===== src/rtl/iq_monitor_switch.sv =====
// Selects one of N_CH packed {Q,I} monitor channels for the debug/ILA port, with output decimation.
// Latency: 1 clk from ch_valid/ch_data to out_valid/Out_q/Out_i; a select change blanks for BLANK_CYC+ cycles.
// Backpressure: none; the capture side must accept every out_valid strobe, and decim thins the rate for slow paths.
//
// Ports:
//   clk, rst             - clock, synchronous active-high reset
//   ch_data, ch_valid    - packed channels (k at [k*2*IQ_W +: 2*IQ_W], Q upper, I lower) and their strobes
//   sel_ch, decim        - requested channel; keep 1 of every (decim+1) valid samples
//   Out_q, Out_i         - registered selected sample (zero while blanking or out of range)
//   out_valid            - one-cycle strobe per emitted sample
//   sel_active           - channel currently passed
//   switching            - high while blanking after a select change
module iq_monitor_switch #(
    parameter int N_CH      = 17,
    parameter int IQ_W      = 16,
    parameter int SEL_W     = 8,
    parameter int BLANK_CYC = 4,
    parameter int DECIM_W   = 8
) (
    input  logic                     clk,
    input  logic                     rst,
    input  logic [N_CH*2*IQ_W-1:0]   ch_data,
    input  logic [N_CH-1:0]          ch_valid,
    input  logic [SEL_W-1:0]         sel_ch,
    input  logic [DECIM_W-1:0]       decim,
    output logic [IQ_W-1:0]          Out_q,
    output logic [IQ_W-1:0]          Out_i,
    output logic                     out_valid,
    output logic [SEL_W-1:0]         sel_active,
    output logic                     switching
);

    localparam int DW    = 2 * IQ_W;
    localparam int CNT_W = (BLANK_CYC > 1) ? $clog2(BLANK_CYC) : 1;
    localparam logic [CNT_W-1:0] BLANK_LAST = CNT_W'(BLANK_CYC - 1);

    typedef enum logic {
        ST_PASS  = 1'b0,
        ST_BLANK = 1'b1
    } state_t;

    state_t               state, state_nxt;
    logic [SEL_W-1:0]     sel_pend, sel_pend_nxt;
    logic [SEL_W-1:0]     sel_active_nxt;
    logic [CNT_W-1:0]     blank_cnt, blank_cnt_nxt;
    logic [DECIM_W-1:0]   decim_cnt, decim_cnt_nxt;
    logic [IQ_W-1:0]      out_q_nxt, out_i_nxt;
    logic                 out_valid_nxt;
    logic                 switching_nxt;

    // Channel mux on the registered active select; sel_hit low means the
    // active select points past the last channel.
    logic [DW-1:0]        sel_word;
    logic                 sel_vld;
    logic                 sel_hit;

    always_comb begin
        sel_word = '0;
        sel_vld  = 1'b0;
        sel_hit  = 1'b0;
        for (int k = 0; k < N_CH; k++) begin
            if (sel_active == SEL_W'(k)) begin
                sel_word = ch_data[k*DW +: DW];
                sel_vld  = ch_valid[k];
                sel_hit  = 1'b1;
            end
        end
    end

    // State register together with the datapath registers.
    always_ff @(posedge clk) begin
        if (rst) begin
            state      <= ST_BLANK;
            sel_pend   <= '0;
            sel_active <= '0;
            blank_cnt  <= BLANK_LAST;
            decim_cnt  <= '0;
            Out_q      <= '0;
            Out_i      <= '0;
            out_valid  <= 1'b0;
            switching  <= 1'b1;
        end else begin
            state      <= state_nxt;
            sel_pend   <= sel_pend_nxt;
            sel_active <= sel_active_nxt;
            blank_cnt  <= blank_cnt_nxt;
            decim_cnt  <= decim_cnt_nxt;
            Out_q      <= out_q_nxt;
            Out_i      <= out_i_nxt;
            out_valid  <= out_valid_nxt;
            switching  <= switching_nxt;
        end
    end

    // Next-state logic.
    always_comb begin
        state_nxt = state;
        case (state)
            ST_PASS: begin
                if (sel_ch != sel_active)
                    state_nxt = ST_BLANK;
            end
            ST_BLANK: begin
                if (sel_ch == sel_pend && blank_cnt == '0)
                    state_nxt = ST_PASS;
            end
            default: state_nxt = ST_BLANK;
        endcase
    end

    // Output / datapath next values. A select change takes priority over a
    // coincident valid sample so no sample of the old source leaks out.
    always_comb begin
        sel_pend_nxt   = sel_pend;
        sel_active_nxt = sel_active;
        blank_cnt_nxt  = blank_cnt;
        decim_cnt_nxt  = decim_cnt;
        out_q_nxt      = Out_q;
        out_i_nxt      = Out_i;
        out_valid_nxt  = 1'b0;
        switching_nxt  = switching;
        case (state)
            ST_PASS: begin
                if (sel_ch != sel_active) begin
                    sel_pend_nxt  = sel_ch;
                    blank_cnt_nxt = BLANK_LAST;
                    out_q_nxt     = '0;
                    out_i_nxt     = '0;
                    switching_nxt = 1'b1;
                end else if (!sel_hit) begin
                    out_q_nxt = '0;
                    out_i_nxt = '0;
                end else if (sel_vld) begin
                    if (decim_cnt == '0) begin
                        out_q_nxt     = sel_word[DW-1:IQ_W];
                        out_i_nxt     = sel_word[IQ_W-1:0];
                        out_valid_nxt = 1'b1;
                        decim_cnt_nxt = decim;
                    end else begin
                        decim_cnt_nxt = decim_cnt - 1'b1;
                    end
                end
            end
            ST_BLANK: begin
                out_q_nxt     = '0;
                out_i_nxt     = '0;
                switching_nxt = 1'b1;
                if (sel_ch != sel_pend) begin
                    // Select moved again while blanking: restart the full window.
                    sel_pend_nxt  = sel_ch;
                    blank_cnt_nxt = BLANK_LAST;
                end else if (blank_cnt == '0) begin
                    sel_active_nxt = sel_pend;
                    decim_cnt_nxt  = '0;
                    switching_nxt  = 1'b0;
                end else begin
                    blank_cnt_nxt = blank_cnt - 1'b1;
                end
            end
            default: begin
                out_q_nxt = '0;
                out_i_nxt = '0;
            end
        endcase
    end

endmodule


===== config.mk =====
export PLATFORM = sky130hd
export DESIGN_NAME = iq_monitor_switch
export DESIGN_NICKNAME = d
export VERILOG_FILES = /design/src/rtl/iq_monitor_switch.sv
export SDC_FILE = /design/constraint.sdc
export NUM_CORES = 1
export LEC_CHECK = 0
export ABC_AREA = 1
export CAP_MARGIN = 20
export CORE_AREA = 4 4 237 239
export CTS_BUF_LIST = sky130_fd_sc_hd__clkbuf_8
export DETAILED_ROUTE_END_ITERATION = 12
export DIE_AREA = 0 0 241 243
export GPL_ROUTABILITY_DRIVEN = 0
export PLACE_DENSITY_LB_ADDON = 0.3
export SYNTH_ARGS = -nofsm -noshare
export SYNTH_HDL_FRONTEND = slang
export SYNTH_SLANG_ARGS = --single-unit

===== constraint.sdc =====
create_clock -name clk -period 2.3 [get_ports clk]
set_clock_uncertainty 0.15 [all_clocks]
set_input_delay 0.69 -clock clk [delete_from_list [all_inputs] [get_ports clk]]
set_output_delay 0.69 -clock clk [all_outputs]
set_load 0.05 [all_outputs]

After elaboration in Yosys (flattened, before gate mapping). Cells that the tools add are included. W data, S select, Z words.

Flip-flop bits (word level): 61. Input port bits: 579. Output and inout bits: 42. Word-level logic and storage cells: 137.

Add/sub/neg operators: 2. Equal/unequal tests: 29. Muxes and demuxes: 83. Bitwise logic cells: 4. Reductions and logical operators: 10.

Operators by type and width (number): $mux W32 (17); $mux W16 (8); $eq A8 B4 Y1 const B (8); $mux W8 (8); $pmux W16 S2 (2); $mux W1 (40); $eq A8 B3 Y1 const B (4); $pmux W8 S2 (2); $eq A8 B2 Y1 const B (2); $logic_not A8 Y1 (2); $ne A8 B8 Y1 (2); $ne A2 B2 Y1 const B (5); $eq A8 B1 Y1 const B (1); $eq A8 B5 Y1 const B (1); $eq A8 B8 Y1 (1); $ne A4 B4 Y1 const B (2); $sub A8 B1 Y8 const B (1); $mux W2 (3); $reduce_and A2 Y1 (3); $reduce_and A5 Y1 (1); $reduce_or A5 Y1 (1); $ne A2 B1 Y1 const B (2); $not A1 Y1 (4); $pmux W1 S2 (2); 6 further kinds (6).

Depth between registers and ports, before layout. Gate-level depths: netlist of the first run.

Depth in word-level cells: 23. Depth in mapped cells: 22. Gate-level depth less buffers: 21.

Least setup slack after synthesis of the first run. No wires, ideal clock.

Kind: register to register. Start: register sel_active[3]. End: register Out_q[11]. Library setup time: 0.114 ns. Data arrival time: 2.296 ns. Data required time: 2.036 ns. Path slack: -0.260 ns. Stages on the path, launching flop included: 19. Buffers on the path: 3. Period minus slack after synthesis: 2.560 ns. Cells stage by stage: dfxtp_1 -> inv_2 -> nand2_1 -> nor2_4 -> nand2_1 -> buf_4 -> inv_1 -> buf_2 -> buf_2 -> nand2_1 -> nand4_1 -> nor2_1 -> nand4_1 -> a21oi_1 -> nand4_1 -> o21ai_0 -> nand3_1 -> nand2_1 -> nand2_1.

Cells in the longest elaborated chain, start to end: 23. Elaborated cells on any way between the ends: 77. Classes of those cells: eq/ne (19); mux (56); reduce/logical (2).

RTL lines: from (decl) (line 29) `output logic [SEL_W-1:0] sel_active,`; from (signal assigned) (line 85) `sel_active <= sel_active_nxt;`; $logic_not A8 Y1 (line 62) `if (sel_active == SEL_W'(k)) begin`; $mux W32 (17 in a row) (line 62); $mux W16 (line 134) `if (decim_cnt == '0) begin`; $mux W16 (line 133) `end else if (sel_vld) begin`; $mux W16 (line 130) `end else if (!sel_hit) begin`; $mux W16 (line 124) `if (sel_ch != sel_active) begin`; $pmux W16 S2 (line 122) `case (state)`; to (signal assigned) (line 88) `Out_q <= out_q_nxt;`; to (decl) (line 26) `output logic [IQ_W-1:0] Out_q,`.

Parallel ways exist; a longest one is shown, timed or not. The select of a mux whose other input is x is not followed. A chain may end at the register's enable or synchronous reset.

Worst setup path in the final report of the first run.
Start: register sel_active[5]. End: register Out_i[12].

Cells in the longest elaborated chain, start to end: 23. Elaborated cells on any way between the ends: 77. Classes of those cells: eq/ne (19); mux (56); reduce/logical (2).

RTL lines: $logic_not A8 Y1 (line 62); $mux W32 (17 in a row) (line 62); $mux W16 (line 134); $mux W16 (line 133); $mux W16 (line 130); $mux W16 (line 124); $pmux W16 S2 (line 122); to (signal assigned) (line 89) `Out_i <= out_i_nxt;`; to (decl) (line 27) `output logic [IQ_W-1:0] Out_i,`.

Parallel ways exist; a longest one is shown, timed or not. The select of a mux whose other input is x is not followed.

==> metrics.txt, run 1 <==
initial antenna violation count 26; status finished, violations left; final hold viol count 0; share of the synthesized area in the top cell type between 20 and 30%; Crit path top cell by count nand2_1; final core utilization a little under a third; Pre-antenna DRT Iters 8; DR iter-0 viols around 600; Clock Tree Root clkbuf_8; DR WL met3 roughly 4900 um; WL per Instance ~23 um; TritonCTS Buffers 9; clock sink count 61; Leak Pwr between 7 and 8 nW; Warnings, synthesis 0; Remaining Overflow, GRT 0; port bufs between 600 and 700; Worst setup EP type flop; Routed Antenna Nets 0; synth-to-layout area growth 142.9%; #FFs+latches synth about 60; Worst Hold Class reg -> reg; vias in the first global route between 10000 and 15000; max_slew headroom a little over two thirds; DRC Markers 0; max capacitance violation total 0; met2 wire length between 30000 and 40000 um; failing checks setup timing; Slew @ Worst Pin between 0.4 and 0.5 ns; worst setup margin -0.4211 ns; RSZ-0062 raised after global routing true; total number of vias around 12000; CP cell instances nor2_4, nand2_4, buf_6, nor2_4, buf_12, clkbuf_16, nand2_1, nand2_1, a21oi_2, nand3_1, o22ai_1, buf_4, nand4_1, nor2_1, buf_4, nand3_1, nand2_1, nand3b_1, nand2_1, o21ai_1; GRT Total Usage 20.37%; Die X 241 um; Final setup viols approximately 40; Multi-input gate area 5944 um2; CP Buf/Inv Count 5; required time worst endpoint 2.44 ns; Syn Std Cell Area about 7000 um2; fin. max-slew vios 0; Initial Util 13.05%; Synth area leader nand2_1; fin crit share 118.3%; most common cell in the netlist nand2_1; CP top delay family simple AND/OR/NAND/NOR gates; CTS Buffer Depth 2; FILL cells 5939; setup TNS -13.19 ns; Post-synth EDFFs 0; vias per inst approximately 4.4; die area roughly 60000 um2; synth unique cells 38; post-DP HPWL 53680 um; Startpoint Class flop; Peak Freq approximately 0.37 GHz; Worst Path Arrival between 2 and 3 ns; Core Area between 50000 and 60000 um2; CP max stage cell dfxtp_4; Chip Height 243 um; Post-Route WL ~64000 um; nets@finish roughly 2700; minimum clock period roughly 2.7 ns; fin cells about 2900; I/O pin total approximately 620; share of layout cells above drive strength 1 24.79%; asr flop ratio synth 0%; register area around 1300 um2; CTS H-tree lvls 3; register area share after synthesis 17.39%; most instantiated cells after synthesis nand2_1, nand3_1, a21oi_1, inv_1, nand4_1; Top Metal Used met5; Post-Syn Nets around 1900; slowest stage delay, CP 0.36 ns; WS Path Type reg -> reg; clock-pin slew on the worst setup and hold paths 0.08 ns; row count 85; main area contributors after synthesis nand2_1, dfxtp_1, nand3_1; first-pass GRT wire length around 87000 um; Skew-Pair Late Insertion Delay around 0.40 ns; largest net degree at the start of global routing 40; maximum vdd drop a little under 0.2 mV; synthesized instance count 1350; WL met1 between 20000 and 30000 um; CTS tree done; Crit Path Max Fanout 6; Avg Inst Size Synth between 5 and 6 um2; Cell Pwr Density roughly 210 nW/um2; ys flop type dfxtp_1; dpl cells between 2000 and 3000
-- logic make-up (layout without fill, tap and decap cells) --
family / count (synthesis) / in the layout / synth area share, %
flops: 61 / 61 / 17.39
xor+xnor: 4 / 4 / 0.4991
fa+ha+maj: 3 / 3 / 0.5347
other cells: 0 / 21 / 0
buf+inv: 180 / 960 / 10.16
simple gates: 898 / 902 / 56.50
compound gates: 204 / 204 / 14.92
-- timing repair --
action | 4_1_cts | 5_1_grt
pin swaps | 45 | 67
buffers inserted | 25 | 14
endpoints found under the setup margin | 60 | 61
gates cloned | 8 | 3
hold buffers | 0 | 0
resized for setup | 185 | 120
-- sequential cells by signal (all words and copies together) (netlist names) --
name / count
Out_q: 16
state: 1
switching: 1
out_valid: 1
sel_pend: 8
decim_cnt: 8
sel_active: 8
Out_i: 16
blank_cnt: 2
-- report_power, final --
part	internal (mW)	switching, mW	total, mW	leakage [nW]
Clock	0.583	0.510	1.09	0.110
Combinational	1.02	0.456	1.47	6.48
Sequential	1.05	0.00794	1.06	0.500
Total	2.66	0.975	3.63	7.09
-- path summary, 6_finish.rpt --
path / start / to / slack (ns) / cells after the start
max reg2reg: sel_active[5] / Out_i[12] / -0.42 / 20
min: Out_i[6] / Out_i[6] / 0.32 / 2
max: sel_active[5] / Out_i[12] / -0.42 / 20
min reg2reg: Out_i[6] / Out_i[6] / 0.32 / 2
-- cell usage in the layout (no fill, tap or decap), drive strengths merged, types with 2 or more instances in the layout --
| master | count |
|---|---|
| clkbuf | 14 |
| ha | 3 |
| nand2 | 555 |
| o21ai | 90 |
| clkinvlp | 2 |
| dlymetal6s2s | 6 |
| nand3b | 6 |
| diode | 21 |
| xor2 | 2 |
| a211oi | 2 |
| buf | 253 |
| or2 | 58 |
| dfxtp | 61 |
| nand4 | 79 |
| clkinv | 5 |
| nand3 | 119 |
| nor2 | 80 |
| o22ai | 6 |
| inv | 106 |
| a21oi | 101 |
| xnor2 | 2 |
| clkdlybuf4s50 | 570 |
| nor4 | 3 |
| a31oi | 2 |
-- layout make-up --
type,count,share of cell area (%)
clock inverters,4,0.2715
repair buffers,834,48.39
repair inverters,1,0.09540
flip-flops and latches,61,7.338
diodes,21,0.3082
multi-input cells,1113,34.86
inverters,109,2.656
well taps,696,5.108
clock buffers,12,0.9687
-- worst min-delay path, delay by kind of cell (launching register included) --
| kind | cells | cell delay [ns] |
|---|---|---|
| simple gates | 2 | 0.11 |
| flops | 1 | 0.31 |
-- metrics by stage --
step	worst slack [ns]	power, mW	hold slack, ns	area [um2]
finish	-0.4211	3.630	0.3193	17050
global route	-0.5786	3.789	0.3457	17050
CTS	-0.4376	3.651	0.3231	16440
detailed placement	-0.9355	2.486	0.3113	15310
global placement	-0.9493	2.484	0.3052	15310
floorplan	0.009734	1.267	0.3021	7059
-- per-layer routing --
| layer | track usage [%] | vias to the layer above |
|---|---|---|
| met5 | 0 | - |
| met4 | 10.55 | 6 |
| met3 | 4.734 | 109 |
| met2 | 34.77 | 619 |
| met1 | 23.63 | 5699 |
| li1 | - | 6003 |
(Power assumes the default switching activity.)
==> run 2: changes to the inputs <==
--- a/config.mk
+++ b/config.mk
@@ -6,6 +6,7 @@
 export NUM_CORES = 1
 export LEC_CHECK = 0
 export ABC_AREA = 1
+export ABC_CLOCK_PERIOD_IN_PS = 2300
 export CAP_MARGIN = 20
 export CORE_AREA = 4 4 237 239
 export CTS_BUF_LIST = sky130_fd_sc_hd__clkbuf_8
@@ -16,3 +17,4 @@
 export SYNTH_ARGS = -nofsm -noshare
 export SYNTH_HDL_FRONTEND = slang
 export SYNTH_SLANG_ARGS = --single-unit
+export TNS_END_PERCENT = 5
==> metrics.txt, run 2 (synthesis results as in run 1) <==
Routed Antenna Nets 0 (unchanged); most frequent cells in the layout clkdlybuf4s50_1, nand2_1, buf_4; failing checks setup timing; Die X 241 um (unchanged); Largest regs Out_i x16, Out_q x16; DR iter-0 viols 622 (+3.8%); nets@finish 2679 (-1.2%); Slew @ Worst Pin 0.4451 ns (+0.00005245 ns); DRC Markers 0 (unchanged); initial antenna violation count 25 (-3.8%); R2R depth 20 (unchanged); row count 85 (unchanged); Worst Hold Launch Out_i[6]; Initial Util 13.05% (unchanged); total number of vias 12190 (-2.0%); required time worst endpoint 2.43 ns (about the same); WS Path Type reg -> reg; Final setup viols 41 (unchanged); clock-pin slew on the worst setup and hold paths 0.08 ns (about the same); Core Area 53810 um2 (unchanged); max capacitance violation total 0 (unchanged); Worst Path Arrival 2.84 ns (-0.03 ns); WL per Instance 22.26 um (-1.2%); maximum vdd drop 0.1940 mV (-0.61%); Crit Path Max Fanout 7 (+1); largest net degree at the start of global routing 40 (unchanged); fin crit share 117.7% (-0.59 points); commonest non-fill, non-tap cell in the layout clkdlybuf4s50_1; Leak Pwr 6.806 nW (-4.0%); clock sink count 61 (unchanged); Clock Tree Root clkbuf_8; Worst Hold Class reg -> reg; setup TNS -11.41 ns (+1.789 ns); post-DP HPWL 53680 um (unchanged); CTS tree done; Peak Freq 0.3693 GHz (+0.50%); minimum clock period 2.708 ns (-0.01359 ns); Cell Pwr Density 220.2 nW/um2 (+3.4%); vias per inst 4.324 (-0.86%); I/O pin total 621 (unchanged); final hold viol count 0 (unchanged); vias in the first global route 12340 (-1.9%); GRT Total Usage 19.83% (-0.55 points); Pre-antenna DRT Iters 7 (-1); CTS H-tree lvls 3 (unchanged); share of layout cells above drive strength 1 21.36% (-3.4 points); Startpoint Class flop; Post-Route WL 62730 um (-2.3%); R2R Path End Out_i[12]; Crit Reg-Reg Startpoint sel_active[5]; first-pass GRT wire length 84590 um (-2.2%); worst setup margin -0.4075 ns (+0.01360 ns); TritonCTS Buffers 9 (unchanged); status finished, violations left; RSZ-0062 raised after global routing true; Worst setup EP type flop; pre-CTS setup slack -0.9355 ns (unchanged); die area 58560 um2 (unchanged); max_slew headroom 70.30% (about the same); port bufs 620 (unchanged); Post-DP Area 15310 um2 (unchanged); Chip Height 243 um (unchanged); CTS Buffer Depth 2 (unchanged); Skew-Pair Late Insertion Delay 0.38 ns (-0.02 ns); fin area 16310 um2 (-4.4%); Hold EP Out_i[6]; fin. max-slew vios 0 (unchanged); reg2reg setup slack -0.41 ns (about the same); Remaining Overflow, GRT 0 (unchanged); synth-to-layout area growth 132.3%; Hold Crit Depth 2 (unchanged)
## run 2: metal layers
metal | GRT usage [%] | share of wire, % | up-vias
met3 | 4.722 | 8.1 | 102
met5 | 0 | 0.043 | -
li1 | - | - | 5922
met4 | 9.603 | 4.2 | 6
met2 | 33.97 | 49 | 613
met1 | 23.09 | 39 | 5543
## run 2: repair_timing
| action | in CTS | in global routing |
|---|---|---|
| buffers inserted | 0 | 12 |
| pin swaps | 9 | 39 |
| hold buffers | 0 | 0 |
| cloned | 2 | 2 |
| endpoints found under the setup margin | 60 | 61 |
| gates resized for setup | 89 | 100 |
## run 2: final cells by class
| cell class | count | area (um2) |
|---|---|---|
| diodes | 20 | 50.05 |
| clock buffers | 12 | 165.2 |
| clock inverters | 4 | 46.29 |
| fillers | 5989 | 37510 |
| inverters | 109 | 422.9 |
| multi-input cells | 1111 | 5674 |
| flip-flops and latches | 61 | 1251 |
| well taps | 696 | 870.8 |
| repair buffers | 805 | 7828 |
## run 2: worst max path at each step
| stage | startpoint | end | slack [ns] |
|---|---|---|---|
| 2_1_floorplan | sel_ch[3] | decim_cnt[6] | 0.01 |
| 3_3_place_gp | ch_data[84] | Out_q[4] | -0.95 |
| 3_5_place_dp | sel_ch[7] | Out_i[10] | -0.94 |
| 4_1_cts | sel_active[0] | Out_q[11] | -0.45 |
| 5_1_grt | sel_active[5] | Out_q[4] | -0.54 |
| 6_report | sel_active[5] | Out_i[12] | -0.41 |
## run 2: power by group
part | switching [mW] | internal (mW)
Sequential | 0.00800 | 1.05
Combinational | 0.441 | 1.01
Clock | 0.495 | 0.583
## run 2: worst max-delay path, stage by stage (launching register included)
cell      delay, ns
dfxtp_4        0.36
nor2_4         0.04
nand2_4        0.12
buf_6          0.13
nor2_4         0.04
buf_12         0.14
buf_12         0.14
nand2_1        0.05
nand2_1        0.06
a21oi_2        0.12
nand3_1        0.11
o22ai_1        0.15
buf_4          0.15
nand4_1        0.16
nor2_1         0.16
buf_4          0.14
nand3_2        0.06
nand2_1        0.06
nand3b_1       0.10
nand2_1        0.09
o21ai_1        0.05
## run 2: metrics by stage
stage | hold WS, ns | cells | util [%] | total power [mW]
6_report | 0.3223 | 2818 | 30.30 | 3.591
4_1_cts | 0.3249 | 2786 | 29.40 | 3.628
2_1_floorplan | 0.3021 | 1350 | - | 1.267
5_1_grt | 0.3479 | 2817 | 30.30 | 3.761
3_3_place_gp | 0.3052 | 2769 | 28.46 | 2.484
3_5_place_dp | 0.3113 | 2769 | 28.46 | 2.486
==> run 3: changes to the inputs <==
--- a/config.mk
+++ b/config.mk
@@ -8,10 +8,12 @@
 export ABC_AREA = 1
 export ABC_CLOCK_PERIOD_IN_PS = 2300
 export CAP_MARGIN = 20
-export CORE_AREA = 4 4 237 239
+export CELL_PAD_IN_SITES_DETAIL_PLACEMENT = 1
+export CELL_PAD_IN_SITES_GLOBAL_PLACEMENT = 1
+export CORE_AREA = 4 4 241 243
 export CTS_BUF_LIST = sky130_fd_sc_hd__clkbuf_8
 export DETAILED_ROUTE_END_ITERATION = 12
-export DIE_AREA = 0 0 241 243
+export DIE_AREA = 0 0 245 247
 export GPL_ROUTABILITY_DRIVEN = 0
 export PLACE_DENSITY_LB_ADDON = 0.3
 export SYNTH_ARGS = -nofsm -noshare
==> metrics.txt, run 3 (synthesis results as in run 1) <==
status finished, violations left; failing checks setup timing; Pre-antenna DRT Iters 4 (-3); Top Metal Used met4; met2 wire length 34340 um (+12%); required time worst endpoint 2.48 ns (+0.05 ns); die area 60520 um2 (+3.3%); initial antenna violation count 24 (-4.0%); most frequent cells in the layout clkdlybuf4s50_1, nand2_1, buf_4; RSZ-0062 raised after global routing true; minimum clock period 2.806 ns (+0.09863 ns); DR iter-0 viols 491 (-21%); Leak Pwr 6.866 nW (+0.89%); worst hold slack 0.3116 ns (-0.01072 ns); Post-DP Area 15320 um2 (about the same); DR WL met3 3714 um (-27%); clock-pin slew on the worst setup and hold paths 0.09 ns (about the same); Largest regs Out_i x16, Out_q x16; first-pass GRT wire length 93270 um (+10%); Clock Tree Root clkbuf_8; Skew-Pair Late Insertion Delay 0.39 ns (about the same); register area 1251 um2 (unchanged); vias in the first global route 13120 (+6.3%); dpl cells 2825 (+2.0%); synth-to-layout area growth 136.1%; GRT Total Usage 21.25% (+1.4 points); Crit path depth 20 (unchanged); WL met1 27680 um (+13%); Multi-input gate area 5753 um2 (+1.4%); Worst setup EP type flop; FILL cells 7070 (+18%); slowest stage delay, CP 0.36 ns (about the same); Final setup viols 41 (unchanged); fin crit share 122.0% (+4.3 points); Crit Path Max Fanout 6 (-1); I/O pin total 621 (unchanged); CTS tree done; Remaining Overflow, GRT 0 (unchanged); CP Buf/Inv Count 4 (-1); vias per inst 4.302 (-0.51%); clock sink count 61 (unchanged); fin area 16580 um2 (+1.6%); Die X 245 um (+1.7%); row count 87 (+2.4%); Startpoint Class flop; nets@finish 2676 (-0.11%); Peak Freq 0.3564 GHz (-3.5%); WL per Instance 23.76 um (+6.7%); hold buffer count at cts 0 (unchanged); WS Path Type reg -> reg; CP top delay family simple AND/OR/NAND/NOR gates; Power Internal 2.702 mW (+2.1%); fin cells 2877 (+2.1%); switching portion of total power 27.63% (+1.3 points); setup TNS -15.78 ns (-4.376 ns); Slew @ Worst Pin 0.3742 ns (-0.07093 ns); Cell Pwr Density 225.2 nW/um2 (+2.3%); R2R depth 20 (unchanged); port bufs 620 (unchanged); CP cell instances nor2_4, nand2_4, buf_6, inv_4, nand2_4, nor2_4, buf_12, buf_8, nand2_4, nand4_1, o21ai_0, nand4_1, o21ai_1, nand4_1, o21ai_0, nand3_1, nand2_1, nand3_1, nand2_1, nand2_1; Flop pwr share 28.5% (-1.1 points); Hold Crit Depth 2 (unchanged); Post-Route WL 68350 um (+8.9%); Clock Power Share 32.4% (+2.4 points); largest net degree at the start of global routing 36 (-10%); DRC Markers 0 (unchanged); post-DP HPWL 58720 um (+9.4%); worst setup margin -0.5062 ns (-0.09863 ns); Chip Height 247 um (+1.6%); final hold viol count 0 (unchanged); Logic pwr share 39.2% (-1.2 points); fin. max-slew vios 0 (unchanged); pre-CTS setup slack -0.9798 ns (-0.04438 ns); Initial Util 12.55% (-0.50 points); Routed Antenna Nets 0 (unchanged); total number of vias 12380 (+1.6%); TritonCTS Buffers 9 (unchanged); CTS Buffer Depth 2 (unchanged); share of layout cells above drive strength 1 22.53% (+1.2 points); max capacitance violation total 0 (unchanged); max_slew headroom 75.00% (+4.7 points); switching power total 1.031 mW (+9.2%); Worst Path Arrival 2.98 ns (+0.14 ns); maximum vdd drop 0.2365 mV (+22%); Core Area 55950 um2 (+4.0%); CTS H-tree lvls 3 (unchanged); commonest non-fill, non-tap cell in the layout clkdlybuf4s50_1; Worst Hold Class reg -> reg; CP max stage cell dfxtp_4
run 3: changes by cell type in the layout (fill, tap and decap cells not counted), moves of 6 or more:
cell	before	now
nor2_2	7	15
nand3_2	19	30
o21ai_1	27	33
nor2_4	23	17
nand2_4	8	15
o21ai_0	47	40
nand3_1	96	86
buf_4	194	180
buf_6	12	19
run 3: area by class of cell:
| type | instances | share of cell area, % |
|---|---|---|
| Clock buffer | 10 | 0.8303 |
| Multi-Input combinational cell | 1109 | 34.70 |
| Antenna cell | 22 | 0.3321 |
| Sequential cell | 61 | 7.548 |
| Clock inverter | 6 | 0.5585 |
| Inverter | 109 | 2.657 |
| Timing Repair Buffer | 804 | 47.66 |
| Tap cell | 756 | 5.706 |
run 3: final timing paths:
kind / start / endpoint / slack (ns)
worst max-delay path: sel_active[6] / Out_i[2] / -0.51
worst min-delay path: Out_i[9] / Out_i[9] / 0.31
worst max register to register: sel_active[6] / Out_i[2] / -0.51
worst min register to register: Out_i[9] / Out_i[9] / 0.31
run 3: tightest hold or removal path: stages, from the launching register on:
cell and delay [ns]:
dfxtp_1 0.32, nand3_2 0.06, nand2_1 0.04
run 3: repair_timing:
action,in CTS,in global routing
hold endpoints to repair,0,0
endpoints found under the setup margin,61,61
resized for setup,109,142
pin swaps,36,75
cloned,3,1
setup buffers,5,7
run 3: power by group through the flow:
stage	Clock [mW]	Sequential, mW	Combinational [mW]
after floorplan	0	1.08	0.184
after global placement	0	1.09	1.39
after detailed placement	0	1.09	1.40
after CTS	1.26	1.06	1.43
after global routing	1.29	1.07	1.55
final	1.21	1.06	1.46
run 3: per-layer routing:
metal	vias up	global-route usage, %
li1	5913	-
met1	5890	24.88
met2	482	37.18
met3	93	4.392
met4	0	9.985
met5	-	0
run 3: stage by stage:
step / utilization [%] / power [mW]
after floorplan: - / 1.267
after global placement: 27.39 / 2.480
after detailed placement: 27.39 / 2.487
after CTS: 28.64 / 3.749
after global routing: 29.62 / 3.903
final: 29.63 / 3.734
